$ cat config.mk
export PLATFORM = sky130hd
export DESIGN_NAME = timer_ctrl
export DESIGN_NICKNAME = d
export VERILOG_FILES = /design/src/rtl/timer_pkg.sv /design/src/rtl/tc_prescaler.sv /design/src/rtl/timer_ctrl.sv
export SDC_FILE = /design/constraint.sdc
export NUM_CORES = 1
export LEC_CHECK = 0
export ABC_CLOCK_PERIOD_IN_PS = 2400
export CORE_ASPECT_RATIO = 1.4
export CORE_UTILIZATION = 53
export CTS_CLUSTER_DIAMETER = 120
export DETAILED_ROUTE_END_ITERATION = 7
export GPL_TIMING_DRIVEN = 0
export PLACE_DENSITY_LB_ADDON = 0.05
export SYNTH_ARGS = -nofsm -noshare
export SYNTH_HDL_FRONTEND = slang
export SYNTH_SLANG_ARGS = --single-unit
$ cat constraint.sdc
create_clock -name clk -period 2.4 [get_ports clk]
set_input_delay 0.48 -clock clk [delete_from_list [all_inputs] [get_ports clk]]
set_output_delay 0.48 -clock clk [all_outputs]
set_load 0.01 [all_outputs]
$ cat src/rtl/timer_pkg.sv
// timer_pkg -- shared definitions for the timer_ctrl block.
//   TIMER_WIDTH_DEF     : default counter / period width
//   TIMER_PRE_WIDTH_DEF : default prescaler divide-value width
//   timer_state_e       : controller FSM state encoding
package timer_pkg;

  localparam int unsigned TIMER_WIDTH_DEF     = 16;
  localparam int unsigned TIMER_PRE_WIDTH_DEF = 8;

  typedef enum logic [1:0] {
    ST_IDLE  = 2'd0,
    ST_RUN   = 2'd1,
    ST_PAUSE = 2'd2,
    ST_DONE  = 2'd3
  } timer_state_e;

endpackage

$ cat src/rtl/tc_prescaler.sv
// tc_prescaler -- free-running divider producing one tick every div+1
// enabled cycles.
//   clk, rst_n : clock, asynchronous active-low reset
//   en         : advance the divider this cycle (hold when low)
//   clr        : synchronous clear to 0, overrides en
//   div        : terminal divider value (0 = tick every enabled cycle)
//   tick       : high in the cycle whose rising edge completes a division
module tc_prescaler #(
  parameter int unsigned PRE_WIDTH = 8
) (
  input  logic                 clk,
  input  logic                 rst_n,
  input  logic                 en,
  input  logic                 clr,
  input  logic [PRE_WIDTH-1:0] div,
  output logic                 tick
);

  logic [PRE_WIDTH-1:0] cnt_q;
  logic [PRE_WIDTH-1:0] cnt_d;

  // Tick is combinational so the controller can act on the same edge
  // that wraps the divider.
  assign tick = en && (cnt_q == div);

  always_comb begin
    cnt_d = cnt_q;
    if (clr) begin
      cnt_d = '0;
    end else if (en) begin
      cnt_d = (cnt_q == div) ? '0 : cnt_q + 1'b1;
    end
  end

  always_ff @(posedge clk or negedge rst_n) begin
    if (!rst_n) begin
      cnt_q <= '0;
    end else begin
      cnt_q <= cnt_d;
    end
  end

endmodule

$ cat src/rtl/timer_ctrl.sv
// timer_ctrl -- programmable one-shot / periodic timer with prescaler.
//   clk, rst_n   : clock, asynchronous active-low reset
//   cfg_valid    : config offer, accepted when cfg_ready is also high
//   cfg_ready    : high in IDLE or DONE
//   cfg_period   : terminal count value
//   cfg_prescale : tick every cfg_prescale+1 cycles
//   cfg_periodic : 1 = auto-reload, 0 = one-shot
//   start/pause/stop : level commands, priority stop > pause > start
//   count        : current count (registered)
//   busy / done  : RUN-or-PAUSE / DONE status
//   irq          : registered one-cycle terminal-count pulse
module timer_ctrl
  import timer_pkg::*;
#(
  parameter int unsigned WIDTH     = TIMER_WIDTH_DEF,
  parameter int unsigned PRE_WIDTH = TIMER_PRE_WIDTH_DEF
) (
  input  logic                 clk,
  input  logic                 rst_n,
  input  logic                 cfg_valid,
  output logic                 cfg_ready,
  input  logic [WIDTH-1:0]     cfg_period,
  input  logic [PRE_WIDTH-1:0] cfg_prescale,
  input  logic                 cfg_periodic,
  input  logic                 start,
  input  logic                 pause,
  input  logic                 stop,
  output logic [WIDTH-1:0]     count,
  output logic                 busy,
  output logic                 done,
  output logic                 irq
);

  timer_state_e state_q, state_d;

  logic [WIDTH-1:0]     period_q;
  logic [PRE_WIDTH-1:0] prescale_q;
  logic                 periodic_q;
  logic [WIDTH-1:0]     count_q, count_d;
  logic                 irq_q, irq_d;

  // Commands after priority resolution.
  logic stop_cmd, pause_cmd, start_cmd;
  assign stop_cmd  = stop;
  assign pause_cmd = pause & ~stop;
  assign start_cmd = start & ~stop & ~pause;

  logic idle_or_done;
  assign idle_or_done = (state_q == ST_IDLE) || (state_q == ST_DONE);

  logic cfg_fire;
  assign cfg_fire = cfg_valid & cfg_ready;

  // The divider only advances in RUN when no stop/pause is being taken,
  // so a tick coinciding with a pause edge is simply never generated.
  logic presc_en, presc_clr, tick, terminal;
  assign presc_en  = (state_q == ST_RUN) && !stop_cmd && !pause_cmd;
  assign presc_clr = stop_cmd || (start_cmd && idle_or_done);
  assign terminal  = tick && (count_q == period_q);

  tc_prescaler #(
    .PRE_WIDTH(PRE_WIDTH)
  ) u_prescaler (
    .clk  (clk),
    .rst_n(rst_n),
    .en   (presc_en),
    .clr  (presc_clr),
    .div  (prescale_q),
    .tick (tick)
  );

  // FSM: state register
  always_ff @(posedge clk or negedge rst_n) begin
    if (!rst_n) begin
      state_q <= ST_IDLE;
    end else begin
      state_q <= state_d;
    end
  end

  // FSM: next state
  always_comb begin
    state_d = state_q;
    if (stop_cmd) begin
      state_d = ST_IDLE;
    end else begin
      case (state_q)
        ST_IDLE:  if (start_cmd) state_d = ST_RUN;
        ST_RUN: begin
          if (pause_cmd)                    state_d = ST_PAUSE;
          else if (terminal && !periodic_q) state_d = ST_DONE;
        end
        ST_PAUSE: if (start_cmd) state_d = ST_RUN;
        ST_DONE:  if (start_cmd) state_d = ST_RUN;
        default:  state_d = ST_IDLE;
      endcase
    end
  end

  // FSM: outputs
  always_comb begin
    cfg_ready = 1'b0;
    busy      = 1'b0;
    done      = 1'b0;
    case (state_q)
      ST_IDLE:  cfg_ready = 1'b1;
      ST_RUN:   busy      = 1'b1;
      ST_PAUSE: busy      = 1'b1;
      ST_DONE: begin
        cfg_ready = 1'b1;
        done      = 1'b1;
      end
      default:  cfg_ready = 1'b0;
    endcase
  end

  // Count / irq datapath
  always_comb begin
    count_d = count_q;
    irq_d   = 1'b0;
    if (stop_cmd) begin
      count_d = '0;
    end else if (start_cmd && idle_or_done) begin
      count_d = '0;
    end else if (tick) begin
      if (terminal) begin
        irq_d   = 1'b1;
        count_d = periodic_q ? '0 : count_q;
      end else begin
        count_d = count_q + 1'b1;
      end
    end
  end

  always_ff @(posedge clk or negedge rst_n) begin
    if (!rst_n) begin
      count_q <= '0;
      irq_q   <= 1'b0;
    end else begin
      count_q <= count_d;
      irq_q   <= irq_d;
    end
  end

  // Config registers; a transfer never touches count or state.
  always_ff @(posedge clk or negedge rst_n) begin
    if (!rst_n) begin
      period_q   <= '0;
      prescale_q <= '0;
      periodic_q <= 1'b0;
    end else if (cfg_fire) begin
      period_q   <= cfg_period;
      prescale_q <= cfg_prescale;
      periodic_q <= cfg_periodic;
    end
  end

  assign count = count_q;
  assign irq   = irq_q;

endmodule
==> run_results.csv <==
group,metric,value,unit
finish,final_nets,357,
power,powerDensity,594.1,mW/mm²
synthesis,synth_nets,299,
route,first_pass_iters,5,
global_routing,grt_pass1_vias,2228,
cts,cts_sinks,52,
run_status,status,"complete, no violations",
route,drt-total-wl,6.364,mm
synthesis,yosysMostFrequentCell,"dfrtp_1",
route,vias,2288,
power,p_leak,1.506,nW
sta,min_period,2.184,ns
sta,worstMarginPinSlew,0.6101,ns
power,p_total,2.156,mW
route,drt_iter0_drc,227,
critical_path,critPathLaunch,"state_q[0]",
floorplanning,die_width,65.05,µm
sta,report.final.slew_viol_count,0,
critical_path,crit_cells,3,
sta,slew_headroom,59.32,%
global_routing,track_usage,23.63,%
finish,antenna_cells,0,
cts,clock_latency,0.31,ns
synthesis,async_flop_share,100.0,%
sta,hold_viol,0,
cts,root_buffer,"clkbuf_8",
cts,clk_pin_slew_worst_paths,0.09,ns
synthesis,yosys-top-cells-count,"dfrtp_1, xor2_1, mux2_2",
synthesis,yosys.area.top_type,"dfrtp_1",
critical_path,path_max_fanout,5,
critical_path,path_delay_family,"buffers and inverters",
route,antenna_left,0,
placement,hpwl,4.887,mm
floorplanning,num_rows,31,
critical_path,worstPathBufferInverterCount,2,
critical_path,end_kind,"output port",
synthesis,syn_area,0.002949,mm²
cts,postCtsSetupRepairBufs,0,
finish,syn2layout_area_growth,23.04,%
sta,grt_setup_unrepaired,"false",
global_routing,grt_max_degree,36,
sta,whs,0.09835,ns
floorplanning,initial_core_util,55.91,%
synthesis,yosysUniqueCellTypes,48,
synthesis,ys.warnings.count,0,
global_routing,overflow,0,
cts,hold_buffers,0,
synthesis,ys_ff_latch,52,
cts,cts.htree.levels,2,
floorplanning,dieArea,0.005871,mm²
synthesis,yosysSeqAreaShare,44.12,%
floorplanning,die_h,90.26,µm
critical_path,startpoint_type,"flop",
synthesis,syn_area_per_cell,11.21,µm²
finish,drive_gt1_share,18.38,%
critical_path,path_cells,"ha_1 -> inv_1 -> clkdlybuf4s50_1",
critical_path,regToRegEndpoint,"period_q[10]",
sta,finClkSkew,0.01081,ns
synthesis,syn_inst,263,
critical_path,cp-endpoint,"busy",
sta,setup_viol,0,
sta,fin_crit_sh,91.00,%
route,avgRoutedWirePerCell,16.44,µm
global_routing,grt_pass1_wl,10.64,mm
route,via_per_inst,5.912,
critical_path,critPathKind,"reg -> out",
cts,clockBufferDepth,2,
critical_path,slowest_stage,"clkdlybuf4s50_1",
floorplanning,io-pin-count,51,
cts,ctsResizeCount,0,
synthesis,synthTopCellsByArea,"dfrtp_1, mux2_2, xor2_1",
critical_path,rr_worst_depth,4,
critical_path,r2r_slack,0.31,ns
finish,fin_util,68.79,%
worst_hold_path,min_path_type,"in -> async",
cts,cts_buffers,5,
critical_path,r2r-start,"state_q[0]",
sta,clock.fmax,457.9,MHz
placement,globalplace.congestion,0.8846,
synthesis,synth_edf_count,0,
critical_path,required,1.92,ns
critical_path,critPathMaxStageDelay,0.52,ns
cts,cts_tree,"yes",
synthesis,yosys_most_used_dff,"dfrtp_1",
route,drc_errors,0,
placement,port_buffers,50,
global_routing,antenna_found_initial,0,
floorplanning,core_area,0.005275,mm²
synthesis,yosys.area.top_type_share,44.12,%
critical_path,critPathArrivalTime,1.70,ns
power,ir_drop,0.0003675,V
job,maxCapViolCount,0,
==> area by class of cell <==
cell class,instances,area (µm²)
inverter,4,15.01
sequential,52,1301
clock buffer,5,68.82
buffer,11,93.84
multi-input combinational,196,1539
tap,66,82.58
fill,436,1647
timing repair buffer,51,515.5
clock inverter,2,12.51
==> cells by family after synthesis <==
logic type	count (synthesis)	synth area share [%]
compound gates	43	11.97
xor+xnor	28	8.316
fa+ha+maj	5	2.121
buf+inv	15	3.691
flops	52	44.12
mux	26	9.885
simple gates	94	19.90
==> placed cells by master, fill, tap and decap left out, types with 6 or more instances in the layout <==
cell type,netlist,routed
nand3_1,7,7
clkdlybuf4s50_1,0,49
nand2_1,18,18
o21ai_0,10,10
xor2_1,27,27
nor3_1,19,19
clkbuf_8,1,6
nor2_1,14,14
mux2_2,25,25
dfrtp_1,52,52
a221o_1,13,13
==> metrics by stage <==
stage                     setup TNS (ns)  setup WS (ns)  cell area, µm²  cells
after floorplan                        0         0.5081            2949    263
after global placement            -38.40        -0.7416            3532    379
after detailed placement        -0.09570       -0.05369            3547    380
after CTS                              0         0.1990            3628    387
after global routing                   0         0.1361            3628    387
final                                  0         0.2161            3628    387
==> sequential cells by signal, indices dropped and copies added, names as in the netlist <==
signal and cells:
count 16, period_q 16, prescale_q 8, u_prescaler.cnt_q 8
state_q 2, irq 1, periodic_q 1
==> worst register-to-register path: stages, from the launching register on <==
cell,delay [ns]
dfrtp_1,0.45
ha_1,0.37
nand2_1,0.23
clkbuf_1,0.52
mux2_2,0.42
==> routing by layer <==
layer | track usage, % | share of wire [%]
met5 | 0 | 0
met1 | 27.57 | 39
met4 | 8.696 | 1.8
met2 | 42.53 | 56
met3 | 3.662 | 3.3
==> worst min path at each step <==
stage / slack, ns / to / depth (start not counted)
floorplan: 0.18 / count[0] / 0
global placement: 0.51 / prescale_q[3] / 1
global route: 0.13 / count[8] / 1
CTS: 0.11 / count[7] / 1
finish: 0.1 / count[7] / 1
detailed placement: 0.44 / count[7] / 1
==> report_power, final <==
part | internal, mW | switching, mW
Sequential | 1.01 | 0.109
Combinational | 0.291 | 0.264
Clock | 0.198 | 0.282
Total | 1.50 | 0.656
(Power assumes the default switching activity.)
